**config.mk**
```make
export PLATFORM = sky130hd
export DESIGN_NAME = debounce_edge
export DESIGN_NICKNAME = d
export VERILOG_FILES = /design/src/rtl/debounce_pkg.sv /design/src/rtl/sync_chain.sv /design/src/rtl/debounce_edge.sv
export SDC_FILE = /design/constraint.sdc
export NUM_CORES = 1
export LEC_CHECK = 0
export ABC_AREA = 1
export CORE_UTILIZATION = 41
export CTS_CLUSTER_SIZE = 28
export DETAILED_ROUTE_END_ITERATION = 10
export GPL_ROUTABILITY_DRIVEN = 0
export HOLD_SLACK_MARGIN = 0.05
export SLEW_MARGIN = 0
export SYNTH_ARGS = -nofsm -noshare
export SYNTH_HDL_FRONTEND = slang
export SYNTH_SLANG_ARGS = --single-unit
```
**constraint.sdc**
```tcl
create_clock -name clk -period 1.6 [get_ports clk]
set_clock_uncertainty 0.2 [all_clocks]
set_input_delay 0.48 -clock clk [delete_from_list [all_inputs] [get_ports clk]]
set_output_delay 0.48 -clock clk [all_outputs]
set_load 0.05 [all_outputs]
```
**src/rtl/debounce_pkg.sv**
```systemverilog
// Shared types and elaboration helpers for the debounce_edge conditioning stage.
package debounce_pkg;

  typedef enum logic [1:0] {
    IDLE_LO = 2'd0,
    WAIT_HI = 2'd1,
    IDLE_HI = 2'd2,
    WAIT_LO = 2'd3
  } state_e;

  // The counter only needs to reach cycles-1, but the width must hold the full count.
  function automatic bit cnt_w_ok(input int cnt_w, input int cycles);
    if (cnt_w < 1 || cnt_w > 62) return 1'b0;
    return (longint'(1) << cnt_w) > longint'(cycles);
  endfunction

endpackage

```
**src/rtl/sync_chain.sv**
```systemverilog
// Multi-flop pin synchroniser; reset clears every stage to 0.
module sync_chain #(
  parameter int SYNC_STAGES = 2
) (
  input  logic clk,
  input  logic reset,
  input  logic i_d,
  output logic o_q
);

  logic [SYNC_STAGES-1:0] s;

  always_ff @(posedge clk) begin
    if (reset) s <= '0;
    else       s <= {s[SYNC_STAGES-2:0], i_d};
  end

  assign o_q = s[SYNC_STAGES-1];

endmodule

```
**src/rtl/debounce_edge.sv**
```systemverilog
// Synchronise a raw bit, accept a new level only after DEBOUNCE_CYCLES stable
// samples, and emit one-cycle rise/fall strobes on each accepted change.
module debounce_edge
  import debounce_pkg::*;
#(
  parameter int SYNC_STAGES     = 2,
  parameter int DEBOUNCE_CYCLES = 1000,
  parameter int CNT_W           = 16
) (
  input  logic clk,
  input  logic reset,
  input  logic i_en,
  input  logic i_raw,
  output logic o_level,
  output logic o_rise,
  output logic o_fall,
  output logic o_busy
);

  generate
    if (!cnt_w_ok(CNT_W, DEBOUNCE_CYCLES)) begin : g_bad_cnt_w
      $fatal(1, "debounce_edge: CNT_W too small for DEBOUNCE_CYCLES");
    end
    if (SYNC_STAGES < 2) begin : g_bad_sync
      $fatal(1, "debounce_edge: SYNC_STAGES must be >= 2");
    end
    if (DEBOUNCE_CYCLES < 2) begin : g_bad_cycles
      $fatal(1, "debounce_edge: DEBOUNCE_CYCLES must be >= 2");
    end
  endgenerate

  localparam logic [CNT_W-1:0] LAST = CNT_W'(DEBOUNCE_CYCLES - 1);
  localparam logic [CNT_W-1:0] ONE  = CNT_W'(1);

  logic             sync;
  state_e           state;
  logic [CNT_W-1:0] cnt;

  sync_chain #(.SYNC_STAGES(SYNC_STAGES)) u_sync (
    .clk   (clk),
    .reset (reset),
    .i_d   (i_raw),
    .o_q   (sync)
  );

  // The first differing sample already counts as sample 1, so acceptance
  // happens on the edge where cnt == DEBOUNCE_CYCLES-1 and the sample still holds.
  always_ff @(posedge clk) begin
    if (reset) begin
      state  <= IDLE_LO;
      cnt    <= '0;
      o_rise <= 1'b0;
      o_fall <= 1'b0;
    end else begin
      o_rise <= 1'b0;
      o_fall <= 1'b0;
      case (state)
        IDLE_LO: if (i_en && sync) begin
          state <= WAIT_HI;
          cnt   <= ONE;
        end
        WAIT_HI: begin
          if (!i_en || !sync) begin
            state <= IDLE_LO;
            cnt   <= '0;
          end else if (cnt == LAST) begin
            state  <= IDLE_HI;
            cnt    <= '0;
            o_rise <= 1'b1;
          end else begin
            cnt <= cnt + ONE;
          end
        end
        IDLE_HI: if (i_en && !sync) begin
          state <= WAIT_LO;
          cnt   <= ONE;
        end
        WAIT_LO: begin
          if (!i_en || sync) begin
            state <= IDLE_HI;
            cnt   <= '0;
          end else if (cnt == LAST) begin
            state  <= IDLE_LO;
            cnt    <= '0;
            o_fall <= 1'b1;
          end else begin
            cnt <= cnt + ONE;
          end
        end
        default: begin
          state <= IDLE_LO;
          cnt   <= '0;
        end
      endcase
    end
  end

  assign o_level = (state == IDLE_HI) || (state == WAIT_LO);
  assign o_busy  = (state == WAIT_HI) || (state == WAIT_LO);

endmodule

```
==> out/metrics.cfg, run 1 <==
[timing]
fin_crit_ps = 1640
finalMaxSlewViolations = 0
fmaxAchievable_ghz = 0.6098
finalHoldViolCount = 0
period_share_pct = 102.5
tns_ps = -95.89
setup_viol = 4
rsz0062_at_grt = yes
hold_ws_ps = 210.7
worst_pin_slew_ps = 303.9
worst_slack_ps = -39.99
max-slew-margin-rel_pct = 79.72

[global_routing]
busiest_layer = met2
overflow = 0
grt_use_met2_pct = 40.77
track_usage_pct = 23.63
grtUsageMet3_pct = 4.367
grt_use_met1_pct = 27.61
grt_max_degree = 12
grt_pass1_vias = 1442
antenna_found_initial = 0
grt_pass1_wl_mm = 6.134

[setup_path]
slowest_delay_ps = 390
start_kind = register
critPathRequiredTime_ps = 920
cp_slowest_cell = dfxtp_2
critPathMaxFanout = 3
crit_arrival_ps = 960
path_cells = buf_6 > buf_12
worst_setup_path_end_kind = primary output
crit_type = reg2out

[clock_tree]
ctsHoldBuffers = 0
cts_tree = built
clkSlewWorstSetupHoldPaths_ps = 130
clk_latency_ps = 320
root_buffer = clkbuf_4
numCtsBuffers = 3
htree_levels = 1
cts_sinks = 22
clockBufferDepth = 2

[synthesis]
ys_seq_elements = 22
netlist.top_cell.by_area = dfxtp_1
synth_top_area_share_pct = 32.74
synth_enable_flop_cells = 0
synth.most_common_cell = nand2_1
synthArstFlopShare_pct = 0
synth_nets = 216
synthFlopType = dfxtp_1
syn_inst = 211
syn_area_mm2 = 0.001345
ys_seq_area_share_pct = 32.74
synth.avg_cell_area_um2 = 6.375
synth_area_leaders = dfxtp_1 (33%), nand2_1 (15%), nor2_1 (9.8%)
synth_commonest_cells = nand2_1 (55), nor2_1 (35), inv_1 (26)
ys_warn_count = 0
synth_cell_types = 24

[flow_run]
drv_cap = 0

[floorplan]
core_area_mm2 = 0.003078
die_area_mm2 = 0.003514
rows = 20
die_y_um = 59.28
ios = 8
start_util_pct = 43.70
fp.dieW_um = 59.28

[finish]
stdcell_count = 298
final_nets = 261
final_util_pct = 65.45
area_growth_syn_to_layout_pct = 49.77
final_area_mm2 = 0.002014
drive_gt1_share_pct = 42.91
antennaDiodeCount = 0

[power]
power_frac_comb_pct = 13.5
p_clk_share_pct = 28.0
swShare_pct = 26.23
intPower_mw = 0.7035
power_density_mw_per_mm2 = 473.4
power_frac_seq_pct = 58.5
p_leak_nw = 0.8163
ir_drop_mv = 0.3581
p_sw_mw = 0.2501

[route]
avgViaCountPerCell = 4.997
drt_iter0_markers = 54
dr_total_vias = 1489
drc = 0
drt-total-wl_mm = 3.883
first_pass_iters = 4
wl_per_cell_um = 13.03
final_antenna_net_count = 0

[place]
place_inst = 281
place_area_mm2 = 0.001663
portBuffers = 7
dpl.hpwl_mm = 2.599

[run_status]
violations = negative setup slack
outcome = finished, violations left

[hold_path]
hold_class = reg2reg

## cell usage in the layout, fill, tap and decap left out, types with 3 or more instances in the layout
cell type	synthesis	final
nand2_1	55	48
nor3_1	4	3
nand2_2	5	7
dfxtp_2	0	9
o21ai_1	6	5
inv_1	26	25
nand2_4	0	5
nand3_2	4	7
inv_2	6	5
a21oi_2	6	7
nor2_1	35	25
nand4_1	4	4
nor2_2	1	4
o21ai_2	1	3
nor2_4	1	8
dfxtp_1	22	13
nand3_1	19	14
nor3_2	3	4
buf_12	0	6
buf_4	0	31
buf_6	1	4
clkbuf_4	0	3
## per-stage QoR
stage / power (mW) / setup WS, ps
4_1_cts: 0.9383 / -24.22
5_1_grt: 0.9833 / -93.61
6_report: 0.9536 / -39.99
3_3_place_gp: 0.6557 / -472.5
2_1_floorplan: 0.6112 / 24.75
3_5_place_dp: 0.6558 / -522.7
## registers in the layout, indices dropped and copies added (netlist names)
name / flops
o_fall: 1
state: 2
cnt: 16
u_sync.s: 2
o_rise: 1
## metal layers
layer,wire [um],share of wire [%]
met5,0,0
met4,110,2.8
met3,168,4.3
met2,1960,50
met1,1644,42
## path summary, 6_finish.rpt
path	from	to	slack (ps)	cells past startpoint
setup / recovery	state[1]	o_level	-40	2
hold / removal	u_sync.s[0]	u_sync.s[1]	210	2
hold reg to reg	u_sync.s[0]	u_sync.s[1]	210	2
setup reg to reg	state[1]	state[0]	-30	9
## logic make-up after synthesis
| logic type | share of synthesized area, % |
|---|---|
| flip-flops | 32.74 |
| AO/OA/AOI/OAI | 9.209 |
| XOR/XNOR | 0.6513 |
| adder cells (fa/ha/maj) | 0.9301 |
| AND/OR/NAND/NOR | 45.86 |
| buffers and inverters | 10.60 |
## layout make-up
cell class | count | area, um^2
repair buffers | 44 | 426.7
inverters | 32 | 125.1
clock buffers | 3 | 22.52
multi-input cells | 153 | 933.4
well taps | 44 | 55.05
flip-flops and latches | 22 | 451.7
fillers | 264 | 1064
## repair_timing
action | CTS | global route
setup buffers | 8 | 6
endpoints found under the setup margin | 21 | 21
pin swaps | 10 | 16
resized for setup | 22 | 38
## worst max-delay path: cells and delay by family, from the launching register on
kind / cells / cell delay (ps)
DFF: 1 / 390
buffers and inverters: 2 / 260
## power by group through the flow
stage | logic, mW | clock network [mW] | registers [mW]
2_1_floorplan | 0.0420 | 0 | 0.569
3_3_place_gp | 0.0873 | 0 | 0.568
3_5_place_dp | 0.0874 | 0 | 0.568
4_1_cts | 0.111 | 0.269 | 0.558
5_1_grt | 0.137 | 0.288 | 0.559
6_report | 0.129 | 0.267 | 0.558
(Power assumes the default switching activity.)
==> inputs of run 2 (changes only) <==
--- a/config.mk
+++ b/config.mk
@@ -6,11 +6,14 @@
 export NUM_CORES = 1
 export LEC_CHECK = 0
 export ABC_AREA = 1
-export CORE_UTILIZATION = 41
+export CELL_PAD_IN_SITES_DETAIL_PLACEMENT = 1
+export CELL_PAD_IN_SITES_GLOBAL_PLACEMENT = 2
+export CORE_UTILIZATION = 32
 export CTS_CLUSTER_SIZE = 28
 export DETAILED_ROUTE_END_ITERATION = 10
 export GPL_ROUTABILITY_DRIVEN = 0
 export HOLD_SLACK_MARGIN = 0.05
+export PLACE_DENSITY_LB_ADDON = 0.1
 export SLEW_MARGIN = 0
 export SYNTH_ARGS = -nofsm -noshare
 export SYNTH_HDL_FRONTEND = slang
==> constraint.sdc (replaced) <==
create_clock -name clk -period 1.8 [get_ports clk]
set_clock_uncertainty 0.2 [all_clocks]
set_input_delay 0.54 -clock clk [delete_from_list [all_inputs] [get_ports clk]]
set_output_delay 0.54 -clock clk [all_outputs]
set_load 0.05 [all_outputs]
==> run 2 against run 1 <==
The run now ends clean. Via count fell by 6.8%. Register-to-register slack improved by 170 ps. Die area rose by 27%. Worst hold slack improved by 22 ps. Global-route usage fell by 1.6 points. Power rose by 11%. Sequential cell count did not move. Count of clock-buffer cells in the layout did not move. Sequential share of layout area rose by 2.6 points. Clock power rose by 81%. Final cell count fell by 2.7%. Wire length rose by 6.4%. Critical path type unchanged. Highest routed layer unchanged.
==> out/metrics.cfg, run 2 (synthesis gave the netlist of run 1 again) <==
[run_status]
outcome = finished clean

[place]
place_area_mm2 = 0.001623
portBuffers = 7
dpl.hpwl_mm = 3.242
pre_cts_slack_ps = -426.9
place_inst = 281

[clock_tree]
cts_tree = built
clk_latency_ps = 270
numCtsBuffers = 3
htree_levels = 1
ctsHoldBuffers = 0
root_buffer = clkbuf_8
clockBufferDepth = 2
cts_sinks = 22
clkSlewWorstSetupHoldPaths_ps = 90

[floorplan]
rows = 23
ios = 8
die_area_mm2 = 0.004466
fp.dieW_um = 66.83
start_util_pct = 33.39
die_y_um = 66.83
core_area_mm2 = 0.004029

[power]
power_frac_comb_pct = 7.9
intPower_mw = 0.8236
p_leak_nw = 0.7176
p_sw_mw = 0.2395
power_frac_seq_pct = 46.6
swShare_pct = 22.53
ir_drop_mv = 0.2924
power_density_mw_per_mm2 = 595.8
p_clk_share_pct = 45.5

[flow_run]
drv_cap = 0

[finish]
final_common_cell = nand2_1
final_cell_mix = nand2_1 (52), nor2_1 (31), inv_1 (25)
antennaDiodeCount = 0
stdcell_count = 290
final_nets = 246
final_area_mm2 = 0.001784
largest_register_ffs = 16
area_growth_syn_to_layout_pct = 32.65
top_register = cnt
reg_top3 = cnt x16, state x2, u_sync.s x2
drive_gt1_share_pct = 30.00

[timing]
setup_viol = 0
max-slew-margin-rel_pct = 77.06
worst_pin_slew_ps = 343.8
rsz0062_at_grt = no
finalHoldViolCount = 0
fmaxAchievable_ghz = 0.5926
finalMaxSlewViolations = 0
period_share_pct = 93.74
fin_crit_ps = 1687
worst_slack_ps = 112.6
tns_ps = 0

[setup_path]
critPathMaxFanout = 6
start_kind = register
critPathRequiredTime_ps = 1060
crit_type = reg2out
worst_setup_path_end_kind = primary output
crit_arrival_ps = 950

[route]
drt-total-wl_mm = 4.133
drt_iter0_markers = 38
final_antenna_net_count = 0
dr_total_vias = 1388
avgViaCountPerCell = 4.786
drc = 0
wl_per_cell_um = 14.25
first_pass_iters = 4

[global_routing]
grt_max_degree = 14
grt_pass1_vias = 1495
antenna_found_initial = 0
overflow = 0
track_usage_pct = 22.00
grt_pass1_wl_mm = 7.203

[hold_path]
hold_class = reg2reg

-- run 2: area by class of cell --
class | count | area (um^2)
timing repair buffer | 28 | 266.5
clock buffer | 3 | 41.29
tap | 50 | 62.56
fill | 527 | 2245
clock inverter | 1 | 30.03
multi-input combinational | 154 | 817.0
inverter | 32 | 120.1
sequential | 22 | 446.7
-- run 2: worst max-delay path, cell delays in order (launching register included) --
cell	delay, ps
dfxtp_2	400
buf_4	150
buf_12	130
-- run 2: timing repair --
| action | CTS | global route |
|---|---|---|
| buffers inserted | 3 | 1 |
| endpoints found under the setup margin | 16 | 16 |
| gates cloned | 1 | 0 |
| resized for setup | 11 | 9 |
| pin swaps | 6 | 2 |
-- run 2: through the flow --
stage | hold slack, ps | total power, mW | util (%)
3_5_place_dp | 223.4 | 0.5826 | 40.28
4_1_cts | 237.5 | 1.072 | 43.45
3_3_place_gp | 195.5 | 0.5806 | 40.28
6_report | 232.9 | 1.063 | 44.29
2_1_floorplan | 188.3 | 0.5432 | -
5_1_grt | 259.1 | 1.096 | 44.29
-- run 2: power by group through the flow --
stage          logic (mW)  clock network, mW  registers [mW]
3_5_place_dp       0.0764                  0           0.506
4_1_cts            0.0829              0.493           0.496
3_3_place_gp       0.0746                  0           0.506
2_1_floorplan      0.0373                  0           0.506
6_report           0.0837              0.484           0.495
5_1_grt            0.0899              0.510           0.496
-- run 2: final timing paths --
kind                     from           to  slack [ps]  cells past startpoint
setup / recovery     state[0]       o_busy         110                      2
hold reg to reg   u_sync.s[0]  u_sync.s[1]         230                      2
setup reg to reg       cnt[4]      cnt[10]         140                      8
hold / removal    u_sync.s[0]  u_sync.s[1]         230                      2
-- run 2: layer usage --
layer | vias up | global-route usage, % | routed length [um]
met4 | 0 | 6.383 | 74
li1 | 718 | - | -
met3 | 8 | 4.623 | 94
met5 | - | 0 | 0
met2 | 14 | 40.66 | 2082
met1 | 648 | 24.92 | 1881
